**config.mk**
```make
export PLATFORM = sky130hd
export DESIGN_NAME = tlc_phase_sequencer
export DESIGN_NICKNAME = d
export VERILOG_FILES = /design/src/rtl/tlc_phase_sequencer.sv
export SDC_FILE = /design/constraint.sdc
export NUM_CORES = 1
export LEC_CHECK = 0
export CAP_MARGIN = 20
export CORE_MARGIN = 3
export CORE_UTILIZATION = 50
export DETAILED_ROUTE_END_ITERATION = 16
export HOLD_SLACK_MARGIN = 0.06
export PLACE_DENSITY = 0.84
export SETUP_SLACK_MARGIN = 0.1
export SLEW_MARGIN = 10
export SYNTH_ARGS = -nofsm -noshare
export SYNTH_HDL_FRONTEND = slang
export SYNTH_SLANG_ARGS = --single-unit
```
**constraint.sdc**
```tcl
create_clock -name CLOCK -period 2.8 [get_ports CLOCK]
set_input_delay 0.28 -clock CLOCK [delete_from_list [all_inputs] [get_ports CLOCK]]
set_output_delay 0.28 -clock CLOCK [all_outputs]
set_load 0.005 [all_outputs]
```
**src/rtl/tlc_phase_sequencer.sv**
```systemverilog
// Highway/farm-road phase sequencer: per-phase dwell timers, sticky sensor requests, all-red clearance.
// Lamps are a Moore decode of the state register; no backpressure (free-running controller).
module tlc_phase_sequencer #(
  parameter int TW        = 8,
  parameter int MIN_GREEN = 8,
  parameter int LEFT_T    = 4,
  parameter int YELLOW_T  = 3,
  parameter int ALLRED_T  = 2,
  parameter int FARM_MIN  = 5,
  parameter int FARM_MAX  = 12
) (
  input  logic       CLOCK,
  input  logic       RESET,
  input  logic       FARM_CAR,
  input  logic       HL_CAR,
  output logic       HGREEN,
  output logic       HYELLOW,
  output logic       HRED,
  output logic       HLEFT,
  output logic       FGREEN,
  output logic       FYELLOW,
  output logic       FRED,
  output logic [2:0] PHASE
);

  localparam logic [2:0] S_HG  = 3'd0;
  localparam logic [2:0] S_HL  = 3'd1;
  localparam logic [2:0] S_HY  = 3'd2;
  localparam logic [2:0] S_AR1 = 3'd3;
  localparam logic [2:0] S_FG  = 3'd4;
  localparam logic [2:0] S_FY  = 3'd5;
  localparam logic [2:0] S_AR2 = 3'd6;

  localparam logic [TW-1:0] MG_LAST   = TW'(MIN_GREEN - 1);
  localparam logic [TW-1:0] LEFT_LAST = TW'(LEFT_T - 1);
  localparam logic [TW-1:0] YEL_LAST  = TW'(YELLOW_T - 1);
  localparam logic [TW-1:0] AR_LAST   = TW'(ALLRED_T - 1);
  localparam logic [TW-1:0] FMIN_LAST = TW'(FARM_MIN - 1);
  localparam logic [TW-1:0] FMAX_LAST = TW'(FARM_MAX - 1);

  logic [2:0]    state_q, state_d;
  logic [TW-1:0] cnt_q, cnt_d;
  logic          farm_pend_q, farm_pend_d;
  logic          hl_pend_q, hl_pend_d;

  always_comb begin
    state_d = state_q;
    case (state_q)
      S_HG:  if (cnt_q >= MG_LAST && (hl_pend_q || farm_pend_q))
               state_d = hl_pend_q ? S_HL : S_HY;
      S_HL:  if (cnt_q == LEFT_LAST) state_d = farm_pend_q ? S_HY : S_HG;
      S_HY:  if (cnt_q == YEL_LAST) state_d = S_AR1;
      S_AR1: if (cnt_q == AR_LAST) state_d = S_FG;
      // Extend farm green while a car is present, capped at the maximum dwell.
      S_FG:  if ((cnt_q >= FMIN_LAST && !FARM_CAR) || cnt_q == FMAX_LAST)
               state_d = S_FY;
      S_FY:  if (cnt_q == YEL_LAST) state_d = S_AR2;
      S_AR2: if (cnt_q == AR_LAST) state_d = S_HG;
      default: state_d = S_AR2;
    endcase
  end

  always_comb begin
    cnt_d = '0;
    if (state_d == state_q)
      cnt_d = (cnt_q == '1) ? cnt_q : cnt_q + TW'(1);
  end

  // Entering the serving phase clears the request even if the sensor is still high.
  always_comb begin
    farm_pend_d = farm_pend_q;
    if (state_d == S_FG && state_q != S_FG)
      farm_pend_d = 1'b0;
    else if (FARM_CAR && state_q != S_FG)
      farm_pend_d = 1'b1;

    hl_pend_d = hl_pend_q;
    if (state_d == S_HL && state_q != S_HL)
      hl_pend_d = 1'b0;
    else if (HL_CAR && state_q != S_HL)
      hl_pend_d = 1'b1;
  end

  always_ff @(posedge CLOCK or posedge RESET) begin
    if (RESET) begin
      state_q     <= S_HG;
      cnt_q       <= '0;
      farm_pend_q <= 1'b0;
      hl_pend_q   <= 1'b0;
    end else begin
      state_q     <= state_d;
      cnt_q       <= cnt_d;
      farm_pend_q <= farm_pend_d;
      hl_pend_q   <= hl_pend_d;
    end
  end

  always_comb begin
    HGREEN  = 1'b0;
    HYELLOW = 1'b0;
    HRED    = 1'b0;
    HLEFT   = 1'b0;
    FGREEN  = 1'b0;
    FYELLOW = 1'b0;
    FRED    = 1'b0;
    case (state_q)
      S_HG:  begin HGREEN  = 1'b1; FRED = 1'b1; end
      S_HL:  begin HLEFT   = 1'b1; FRED = 1'b1; end
      S_HY:  begin HYELLOW = 1'b1; FRED = 1'b1; end
      S_FG:  begin HRED = 1'b1; FGREEN  = 1'b1; end
      S_FY:  begin HRED = 1'b1; FYELLOW = 1'b1; end
      default: begin HRED = 1'b1; FRED = 1'b1; end
    endcase
  end

  assign PHASE = state_q;

endmodule

```
==> Word-level counts from Yosys, hierarchy flattened <==
Cells that the tools add are included.
{ "totals": {"wordCells": 61, "ff_bits": 13, "output_inout_bits": 10} }
{ "classes": {"reduce_logical": 14, "eq_ne": 17, "n_lt_le_gt_ge": 2, "n_mux": 23, "n_addsub": 1} }
{ "op_table": {"columns": ["cell", "count"], "rows": [
  ["2-to-1 mux 3 bit", 7],
  ["one-hot mux 3 bit (7 select lines)", 1],
  ["== test 8 x 2 -> 1 bit, second input constant", 2],
  ["greater-or-equal comparator 8 x 3 -> 1 bit, second input constant", 2],
  ["2-to-1 mux 8 bit", 2],
  ["== test 3 bit, second input constant", 4],
  ["2-to-1 mux 1 bit", 11],
  ["adder 8 x 1 -> 8 bit, second input constant", 1],
  ["== test 8 x 1 -> 1 bit, second input constant", 1],
  ["== test 8 x 4 -> 1 bit, second input constant", 1],
  ["== test 8 bit, second input constant", 1],
  ["== test 3 x 1 -> 1 bit, second input constant", 2],
  ["== test 3 x 2 -> 1 bit, second input constant", 2],
  ["logical AND 1 bit", 6],
  ["2-to-1 mux 2 bit", 2],
  ["nonzero test 2 bit", 2],
  ["== test 3 bit", 1],
  ["logical NOT 3 bit", 1],
  ["inequality test 3 x 1 -> 1 bit, second input constant", 1],
  ["inequality test 3 bit, second input constant", 1],
  ["OR reduction 3 bit", 1],
  ["logical OR 1 bit", 2],
  ["inequality test 2 bit, second input constant", 1],
  ["OR reduction 2 bit", 1],
  ["logical NOT 1 bit", 1]
]} }

==> Logic depth before layout (Yosys ltp) <==
{ "logic_depth": {"word_depth": 8, "mapped_depth": 8} }

==> Worst setup path after synthesis <==
OpenSTA, ideal clock, no wires.
{ "synth_timing": {"path_type": "reg2reg", "from": "register cnt_q[4]", "to": "register cnt_q[3]", "synth_period_minus_slack_ps": 2169, "required_ps": 2677, "setup_slack_ps": 631, "arrival_ps": 2046, "path_stages_with_launch": 8, "path_buffers": 2, "path_cell_list": "dfrtp_1 -> or4_4 -> buf_6 -> or2_4 -> o221a_4 -> and3_1 -> buf_6 -> o221a_1"} }
{ "synth_via": {"elab_chain_cells": 7} }
{ "synth_rtl": {"columns": ["element", "line", "text"], "rows": [
  ["start, declared", "42", "logic [TW-1:0] cnt_q, cnt_d;"],
  ["start signal, assigned", "92", "cnt_q <= cnt_d;"],
  ["greater-or-equal comparator 8 x 3 -> 1 bit", "55", "S_FG: if ((cnt_q >= FMIN_LAST && !FARM_CAR) || cnt_q == FMAX_LAST)"],
  ["logical AND 1 bit", "55", null],
  ["logical OR 1 bit", "55", null],
  ["2-to-1 mux 3 bit", "55", null],
  ["one-hot mux 3 bit (7 select lines)", "48", "case (state_q)"],
  ["== test 3 bit", "65", "if (state_d == state_q)"],
  ["inequality test 2 bit (no source line) or 2-to-1 mux 8 bit (tied branches)", null, null]
]} }
Parallel ways exist; a longest one is shown, timed or not.
A chain may end at the register's enable or synchronous reset.

==> Worst setup path after layout <==
{ "layout_timing": {"from": "register state_q[2], in the netlist PHASE[2]", "to": "output port FGREEN"} }
{ "layout_via": {"elab_chain_cells": 2} }
{ "layout_rtl": {"columns": ["element", "line", "text"], "rows": [
  ["start, declared", "41", "logic [2:0] state_q, state_d;"],
  ["start signal, assigned", "91", "state_q <= state_d;"],
  ["== test 3 bit", "106", "case (state_q)"],
  ["2-to-1 mux 1 bit", "106", null],
  ["end, declared", "20", "output logic FGREEN,"]
]} }
Every way passes these cells.

==> metrics.txt <==
clk_lat worst skew=0.29 ns; Post-synth EDFFs=0; PwrDens=889 mW/mm²; Tot Pwr=1.04 mW; CP Class=register to output port; CTS Buffer Depth=2; cell row count=15; share of flip-flops with an asynchronous set or reset=1.00; synth warn=0; power share of the clock group=0.114; min cycle time layout=2.30 ns; slowest cell delay on critical path=0.57 ns; slew at the pin with the worst max-slew slack=0.513 ns; PortBufs=13; final instance area=0.00117 mm²; max-slew violation count=0; P_leak=0.506 nW; dpl hpwl=1620 µm; DRC violations left=0; CP top delay family=buffers and inverters; Initial DRC Count=43; share of layout cells above drive strength 1=0.136; status=completed; commonest cells in the netlist=dfrtp_1 (13), inv_1 (9), nand2_1 (9); RSZ-0062 raised after global routing=false; CP Depth=4; Hold Path Class=primary input to async pin; Sink Count=13; hold_buf cts=0; CP startpoint kind=register; Setup WS pre-CTS=0.561 ns; relative slew slack=0.658; part of the cycle the worst path needs=0.821; Die Ht=51.2 µm; most frequent cell after synthesis=dfrtp_1; first-pass GRT wire length=3690 µm; Floorplan Core Area=0.00182 mm²; antenna-violating nets left=0; Die Wd=51.2 µm; via count=908; Worst Path Buf+Inv=2; Cell variety after synth=43; Net Count, Synth=122; DIE AREA=0.00262 mm²; nets=134; Starting Density=0.562; H-tree levels=1; Fill cells=165; Final setup viols=0; Critical Path RT=2.52 ns; Final Hold Fails=0; predominant post-synthesis flop cell=dfrtp_1; setup tns final=0 ns; post-synth top area share=0.318; Sw Ratio=0.431; critical path peak fanout=13; Placer Congestion=0.917; Final Skew=0.00287 ns; CTS buffer count=3; clock slew at reported path FFs=0.08 ns; Synth Cell Area=0.00102 mm²; via count of the first global-routing pass=816; GR Util All Layers=0.186; Sw Pwr=449 µW; final setup margin=0.502 ns; initial antenna violation count=0; r2r worst-path depth=5; root buffer cell=clkbuf_4; quantity of gates resized following cts=0; number of synthesized register bits=13; Syn Inst Count=114; Gate power share=0.563; routed wire length=2160 µm; CP Capture Type=output port; Max Cap Viol=0; # Post-CTS Setup Buffers=0; Seq/Total Area, Yosys=0.318; top cells by area, synth=dfrtp_1 (32%), o21a_1 (5.1%), ha_1 (4.9%); largest net degree at the start of global routing=18; area leader, netlist=dfrtp_1; CP cell instances=nor2b_1 > inv_1 > nor2_1 > clkdlybuf4s50_1; CP arrival=2.02 ns; first drt pass iteration count=4; maximum vdd drop=0.532 mV; Layout area overhead=14.8%; Cell Area, Placed=0.00115 mm²; Finished Core Util=0.645; Pint=594 µW; CTS tree=built; drt wl/cell=14.4 µm; CP max stage cell=clkdlybuf4s50_1; sequential share of power=0.323; achievable frequency=0.435 GHz; Avg Inst Size Synth=8.97 µm²; Via density=6.05; Boundary Pins=14; total grt overflow=0; n_diodes=0
-- layout by cell type, fill, tap and decap left out, types with 2 or more instances in the layout --
master	synthesis	layout
dfrtp_1	13	13
clkdlybuf4s50_1	0	13
inv_1	9	9
nand2_1	9	9
a21oi_1	8	8
o21a_1	7	7
nor2_1	5	5
and2_1	5	5
o21ai_0	5	5
ha_1	4	4
and3_1	3	3
a31oi_1	3	3
clkbuf_4	0	3
nor3_1	2	2
nor2b_1	2	2
nor4_1	2	2
nor3b_1	2	2
and3_2	2	2
nand3_1	2	2
mux2_2	2	2
-- stage by stage --
stage          hold slack, ns  instances
2_1_floorplan           0.157        114
3_3_place_gp            0.513        146
3_5_place_dp            0.512        146
4_1_cts                 0.324        150
5_1_grt                 0.357        150
6_report                0.315        150
-- layer usage --
layer  GRT usage  part of all wire  vias up
li1            -                 -      439
met1       0.227              0.44      432
met2       0.320              0.48       31
met3      0.0525             0.065        6
met4      0.0524             0.013        0
met5           0                 0        -
-- worst register-to-register path, delay by kind of cell, from the launching register on --
family	cells	cell delay, ns
DFF	1	0.44
AOI/OAI and AO/OA	2	0.46
and+or+nand+nor	3	1.31
-- cell type report --
cell class / count / area [µm²] / share of cell area
multi-input combinational: 86 / 626 / 0.533
sequential: 13 / 325 / 0.277
timing repair buffer: 13 / 130 / 0.111
inverter: 9 / 33.8 / 0.0288
tap: 25 / 31.3 / 0.0267
clock buffer: 3 / 22.5 / 0.0192
clock inverter: 1 / 5.00 / 0.00426
-- power groups by stage --
stage / clock network (mW) / registers, mW / logic (mW)
4_1_cts: 0.125 / 0.334 / 0.591
3_5_place_dp: 0 / 0.338 / 0.589
3_3_place_gp: 0 / 0.334 / 0.576
2_1_floorplan: 0 / 0.284 / 0.475
6_report: 0.119 / 0.337 / 0.588
5_1_grt: 0.132 / 0.348 / 0.656
-- path summary, 6_finish.rpt --
check	start	end	slack, ns
max	PHASE[2]	FGREEN	0.50
min	RESET	PHASE[2]	0.31
max reg2reg	cnt_q[4]	cnt_q[3]	0.54
min reg2reg	hl_pend_q	hl_pend_q	0.53
max in group asynchronous	RESET	cnt_q[7]	2.14
min in group CLOCK	hl_pend_q	hl_pend_q	0.53
-- registers in the layout, indices dropped and copies added (netlist names) --
signal,flops
PHASE,3
cnt_q,8
farm_pend_q,1
hl_pend_q,1
-- cells by family after synthesis --
kind of cell    after synthesis  share of synthesized area
fa+ha+maj                     4                     0.0490
compound gates               34                      0.261
flops                        13                      0.318
xor+xnor                      1                    0.00857
buf+inv                      15                     0.0698
simple gates                 44                      0.262
mux                           3                     0.0318
No activity file was read; power rests on OpenSTA's default activity.
